==> config.mk <==
export PLATFORM = sky130hd
export DESIGN_NAME = and_slice_sequencer
export DESIGN_NICKNAME = d
export VERILOG_FILES = /design/src/rtl/and_slice_sequencer.sv
export SDC_FILE = /design/constraint.sdc
export NUM_CORES = 1
export LEC_CHECK = 0
export CORE_MARGIN = 2
export CORE_UTILIZATION = 25
export CTS_BUF_LIST = sky130_fd_sc_hd__clkbuf_2
export DETAILED_ROUTE_END_ITERATION = 6
export GPL_ROUTABILITY_DRIVEN = 1
export PLACE_DENSITY = 0.56
export SLEW_MARGIN = 40
export SYNTH_ARGS = -nofsm -noshare
export SYNTH_HDL_FRONTEND = slang
export SYNTH_SLANG_ARGS = --single-unit
==> constraint.sdc <==
create_clock -name clk -period 4 [get_ports clk]
set_input_delay 0.8 -clock clk [delete_from_list [all_inputs] [get_ports clk]]
set_output_delay 0.8 -clock clk [all_outputs]
set_load 0.05 [all_outputs]
==> src/rtl/and_slice_sequencer.sv <==
// Multi-cycle front end for an external SLICE-bit AND unit: issues one operand slice per
// cycle (LSB first), gathers the returned slices and presents the result under valid/ready.
module and_slice_sequencer #(
  parameter  int WIDTH = 32,
  parameter  int SLICE = 8,
  localparam int NSL   = WIDTH / SLICE,
  localparam int IW    = (NSL > 1) ? $clog2(NSL) : 1
) (
  input  logic             clk,
  input  logic             rst,
  input  logic             in_valid,
  output logic             in_ready,
  input  logic [WIDTH-1:0] in_x,
  input  logic [WIDTH-1:0] in_y,
  output logic [SLICE-1:0] sl_x,
  output logic [SLICE-1:0] sl_y,
  input  logic [SLICE-1:0] sl_s,
  output logic [IW-1:0]    sl_idx,
  output logic             out_valid,
  input  logic             out_ready,
  output logic [WIDTH-1:0] out_s,
  output logic             out_zero
);

  // Handshakes: a transfer happens on a rising edge where valid and ready are both high.
  // in_ready and out_valid are decoded from the state register only, so neither side
  // sees a combinational path from the other.

  typedef enum logic [1:0] {
    IDLE = 2'd0,
    RUN  = 2'd1,
    DONE = 2'd2
  } state_t;

  localparam logic [IW-1:0] LAST_IDX = IW'(NSL - 1);

  state_t           state;
  logic [WIDTH-1:0] x_q;
  logic [WIDTH-1:0] y_q;
  logic [WIDTH-1:0] s_q;
  logic [WIDTH-1:0] s_next;
  logic [IW-1:0]    idx;
  logic             zero_q;

  // Result with the current returned slice merged in; also feeds the zero flag.
  always_comb begin
    s_next = s_q;
    s_next[int'(idx)*SLICE +: SLICE] = sl_s;
  end

  always_ff @(posedge clk or posedge rst) begin
    if (rst) begin
      state  <= IDLE;
      x_q    <= '0;
      y_q    <= '0;
      s_q    <= '0;
      zero_q <= 1'b1;
      idx    <= '0;
    end else begin
      case (state)
        IDLE: begin
          if (in_valid) begin
            x_q    <= in_x;
            y_q    <= in_y;
            s_q    <= '0;
            zero_q <= 1'b1;
            idx    <= '0;
            state  <= RUN;
          end
        end
        RUN: begin
          s_q <= s_next;
          if (idx == LAST_IDX) begin
            idx    <= '0;
            zero_q <= (s_next == '0);
            state  <= DONE;
          end else begin
            idx <= idx + IW'(1);
          end
        end
        DONE: begin
          if (out_ready) state <= IDLE;
        end
        default: begin
          idx   <= '0;
          state <= IDLE;
        end
      endcase
    end
  end

  assign in_ready  = (state == IDLE);
  assign out_valid = (state == DONE);
  assign out_s     = s_q;
  assign out_zero  = zero_q;
  assign sl_idx    = (state == RUN) ? idx : '0;
  assign sl_x      = (state == RUN) ? x_q[int'(idx)*SLICE +: SLICE] : '0;
  assign sl_y      = (state == RUN) ? y_q[int'(idx)*SLICE +: SLICE] : '0;

endmodule

Word-level counts from Yosys, hierarchy flattened
Cells that the tools add are included.
{"block": "classes", "add_sub_neg": 2, "eq_ne": 6, "n_shift": 4, "muxes": 16, "bitwise_logic": 1, "reduce_logical": 8}
{"op": "$pmux W32 S2", "n": 1}
{"op": "$shiftx A32 B6 Y8", "n": 2}
{"op": "$neg A5 Y33", "n": 1}
{"op": "$shift A8 B33 Y32 const A", "n": 1}
{"op": "$shiftx A8 B33 Y32", "n": 1}
{"op": "$bwmux W32", "n": 1}
{"op": "$logic_not A32 Y1", "n": 1}
{"op": "$mux W32", "n": 1}
{"op": "$mux W8", "n": 2}
{"op": "$mux W2", "n": 6}
{"op": "$pmux W2 S3", "n": 2}
{"op": "$reduce_and A2 Y1", "n": 3}
{"op": "$reduce_and A3 Y1", "n": 2}
{"op": "$eq A2 B2 Y1 const B", "n": 2}
{"op": "$ne A2 B2 Y1 const B", "n": 2}
{"op": "$add A2 B1 Y2 const B", "n": 1}
{"op": "$eq A2 B1 Y1 const B", "n": 1}
{"op": "$logic_not A2 Y1", "n": 1}
{"op": "$mux W1", "n": 2}
{"op": "$ne A2 B1 Y1 const B", "n": 1}
{"op": "$pmux W1 S2", "n": 1}
{"op": "$reduce_bool A2 Y1", "n": 1}
{"op": "$not A1 Y1", "n": 1}
{"block": "word_totals", "ff_bits": 101, "inputBits": 76}

Logic depth before layout (Yosys ltp)
{"block": "depth", "ltp_word": 6, "depth_mapped": 10, "mapped_depth_nobuf": 7}

Least setup slack after synthesis
OpenSTA, ideal clock, no wires.
{"block": "synth_timing", "kind": "flip-flop to output port", "startpoint": "register idx[1]", "endpoint": "output port sl_idx[1]", "arrival_ps": 1700, "t_required_ps": 3200, "slack_ps": 1500, "stages_incl_launch_ff": 5, "n_path_buf": 2, "cell_sequence": "dfrtp_1 -> clkbuf_1 -> buf_2 -> inv_1 -> nor2_1"}
{"block": "synth_between", "elab_chain_cells": 1}
{"item": "start, declared", "line": "42", "text": "logic [IW-1:0] idx;"}
{"item": "start signal, assigned", "line": "78", "text": "idx <= idx + IW'(1);"}
{"item": "$mux W2", "line": "96", "text": "assign sl_idx = (state == RUN) ? idx : '0;"}
{"item": "end, declared", "line": "18", "text": "output logic [IW-1:0] sl_idx,"}
Every way passes these cells.

Worst setup path in the final report
{"block": "layout_timing", "startpoint": "register idx[0]", "endpoint": "output port sl_y[7]"}
{"block": "layout_between", "elab_chain_cells": 2}
{"item": "$shiftx A32 B6 Y8", "line": "98", "text": "assign sl_y = (state == RUN) ? y_q[int'(idx)*SLICE +: SLICE] : '0;"}
{"item": "$mux W8", "line": "98"}
{"item": "end, declared", "line": "16", "text": "output logic [SLICE-1:0] sl_y,"}
Every way passes these cells.

==> metrics.md <==
| Metric | Value |
|---|---|
| First-pass GRT wire length | `20300 um` |
| Synth Cell Area | `0.00468 sq mm` |
| Antenna viol nets, final | `0` |
| CTS Buf Count | `9` |
| R2r worst-path depth | `5` |
| Tot Pwr | `5.28 mW` |
| GP Congestion | `0.814` |
| Crit-path max FO | `31` |
| Fin. Hold Viols | `0` |
| Finish-stage setup viols | `0` |
| GRT overflow | `0` |
| 1st-pass router iterations | `5` |
| Crit path cell chain | `mux4_2 -> and2_1 -> clkdlybuf4s50_1` |
| Worst EP arrival | `2.90 ns` |
| Post-CTS Setup Inserts | `0` |
| Fraction of the cycle the final worst path needs | `0.925` |
| Post-synth cell types | `43` |
| Setup_tns | `0 ns` |
| Status | `finished, final reports clean` |
| Area growth, synth to finish | `36.8%` |
| Deepest clock path buffer count | `2` |
| Maximum VDD drop | `426 uV` |
| Crit path buf inv count | `1` |
| Number of enable flip-flop cells after synthesis | `0` |
| Count of state elements after synthesis | `101` |
| Final worst path period need | `3.70 ns` |
| Hold Startpoint | `x_q[1]$_DFFE_PP0P_` |
| Ys flop type | `dfrtp_1` |
| Crit-path slowest cell | `dfrtp_4` |
| Ant diodes | `0` |
| Hold endpoint | `x_q[1]$_DFFE_PP0P_` |
| Root buffer cell | `clkbuf_2` |
| Max Slew Vio Count | `0` |
| Sw Ratio | `0.437` |
| Gate power share | `0.550` |
| Nets | `546` |
| Sequential share of the synthesized area | `0.540` |
| Relative slew margins | `0.504` |
| Mapped Cells | `337` |
| Sink Count | `101` |
| Die Width | `141 um` |
| Synth async-reset ratio | `1.00` |
| Required time of the worst setup path | `3.20 ns` |
| Sw power | `2.31 mW` |
| Crit Path Class | `reg -> out` |
| Syn Area/Cell | `13.9 sq um` |
| Leakage | `2.57 nW` |
| Share of cells above drive strength 1 | `0.247` |
| Flop pwr share | `0.342` |
| Total track usage | `0.132` |
| Dpl hpwl | `8940 um` |
| Fmax | `0.270 GHz` |
| Vias in the first global route | `3718` |
| Initial antenna violation count | `0` |
| Final cell count without fillers | `703` |
| Placed cells | `687` |
| Hold path depth | `1` |
| Die ar. | `0.0198 sq mm` |
| Clock Pin Slew Worst Setup and Hold Paths | `0.27 ns` |
| Clock latency on the worst-skew pair | `0.62 ns` |
| Via Count | `3360` |
| Vias per Instance | `4.78` |
| Floorplan row count | `50` |
| Post-Route WL | `12600 um` |
| Hold Path Class | `reg -> reg` |
| R2R setup slack | `1.07 ns` |
| Largest net degree at the start of global routing | `54` |
| Port Buffers | `128` |
| Max Cap Viol | `0` |
| CTS tree | `done` |
| Crit-path leading delay family | `flip-flops` |
| Worst Tran Pin Value | `0.739 ns` |
| Startpoint Class | `register` |
| Worst R2R End | `out_s[12]$_DFFE_PP0P_` |
| Number of hold buffers added after cts | `0` |
| Syn Nets | `419` |
| H-tree Lvls | `3` |
| Origin of the critical flop-to-flop path | `idx[0]$_DFFE_PP0P_` |
| Worst path max stage delay | `0.84 ns` |
| Clock network power share | `0.109` |
| RSZ-0062 raised after global routing | `false` |
| Core area | `0.0185 sq mm` |
| Internal | `2.97 mW` |
| Wire per inst | `18.0 um` |
| IO Count | `129` |
| Yosys warns | `0` |
| Post-cts sizing count | `0` |
| DRC violations left | `0` |
| Initial DRC count | `145` |
| Initial Util | `0.253` |
| CP endpoint kind | `primary output` |
| Final setup skew | `0.0206 ns` |
| Cell Pwr Density | `824 mW/mm^2` |
| Die Y | `141 um` |
==> sequential cells by signal, summed over array words and instances (netlist names) <==
name,cells
out_s,32
x_q,32
y_q,32
idx,2
state,2
out_zero,1
==> worst max path at each step <==
stage / startpoint / endpoint / slack, ns / depth (start not counted)
3_5_place_dp: idx[0]$_DFFE_PP0P_ / sl_y[7] / 0.95 / 3
6_report: idx[0]$_DFFE_PP0P_ / sl_y[7] / 0.30 / 3
3_3_place_gp: idx[0]$_DFFE_PP0P_ / sl_y[3] / 0.77 / 3
2_1_floorplan: rst / idx[0]$_DFFE_PP0P_ / 0.55 / 1
5_1_grt: idx[0]$_DFFE_PP0P_ / sl_y[7] / 0.1 / 3
4_1_cts: idx[0]$_DFFE_PP0P_ / sl_y[7] / 0.16 / 3
==> power by group through the flow <==
stage / combinational, mW / sequential (mW) / clock (mW)
floorplan: 1.94 / 1.87 / 0
global placement: 2.89 / 1.81 / 0
detailed placement: 2.92 / 1.83 / 0
CTS: 2.93 / 1.82 / 0.610
global route: 3.07 / 1.88 / 0.645
finish: 2.90 / 1.81 / 0.573
==> routing by layer <==
metal  track usage  wire, um
met1         0.163      5420
met2         0.218      6170
met3        0.0489       865
met4        0.0368       193
met5             0         0
==> area by class of cell <==
type,instances,area [sq um]
multi-input combinational,211,2040
tap,234,293
inverter,7,28.8
sequential,101,2530
fill,1841,12100
timing repair buffer,134,1360
clock inverter,7,98.8
clock buffer,9,45.0
==> cells by family after synthesis <==
group / Yosys count / share of synthesized area
buf+inv: 25 / 0.0251
mux: 81 / 0.233
simple gates: 65 / 0.0879
flops: 101 / 0.540
fa+ha+maj: 6 / 0.0160
compound gates: 59 / 0.0976
==> stage by stage <==
stage / instance area (sq um) / hold WS (ns) / util / worst slack (ns)
3_3_place_gp: 6260 / 0.485 / 0.338 / 0.769
6_report: 6400 / 0.544 / 0.346 / 0.300
3_5_place_dp: 6260 / 0.492 / 0.338 / 0.950
5_1_grt: 6400 / 0.558 / 0.346 / 0.0976
2_1_floorplan: 4680 / 0.475 / - / 0.555
4_1_cts: 6400 / 0.526 / 0.346 / 0.162
==> cells in the final DEF, fill, tap and decap left out, types with 2 or more instances in the layout <==
cell               n
a22oi_1            2
bufinv_16          2
nor4_1             6
dfrtp_1           98
buf_4              3
clkinv_4           2
o21ai_0            7
a41oi_1            2
a21oi_1            7
nor3_1             3
inv_1              5
and2_1            16
nand2_1            8
nor2b_1            3
nor2_1             9
mux2_2            64
or4bb_1            2
nand2b_1           3
nand4_1            2
clkbuf_2           9
a22o_1            29
clkdlybuf4s50_1  128
buf_12             3
mux4_2            16
o22ai_1            6
ha_1               6
==> worst register-to-register path: stages, from the launching register on <==
cell and delay (ns):
dfrtp_4 0.84, inv_1 0.28, ha_1 0.54, nand4b_1 0.32
nor3_1 0.67, a22o_1 0.25
==> Yosys cell counts, drive strengths merged (4+ instances only) <==
| library cell | n | area [sq um] |
|---|---|---|
| dfrtp | 100 | 2500 |
| o22ai | 6 | 37.5 |
| a21oi | 7 | 35.0 |
| nor2 | 11 | 46.3 |
| buf | 13 | 72.6 |
| and2 | 16 | 100 |
| ha | 6 | 75.1 |
| nor3 | 5 | 41.3 |
| clkbuf | 5 | 18.8 |
| nor4 | 6 | 37.5 |
| mux4 | 16 | 360 |
| mux2 | 64 | 721 |
| o21ai | 7 | 35.0 |
| nor2b | 4 | 25.0 |
| inv | 7 | 26.3 |
| nand2 | 8 | 30.0 |
| a22o | 29 | 254 |
No activity file was read; power rests on OpenSTA's default activity.
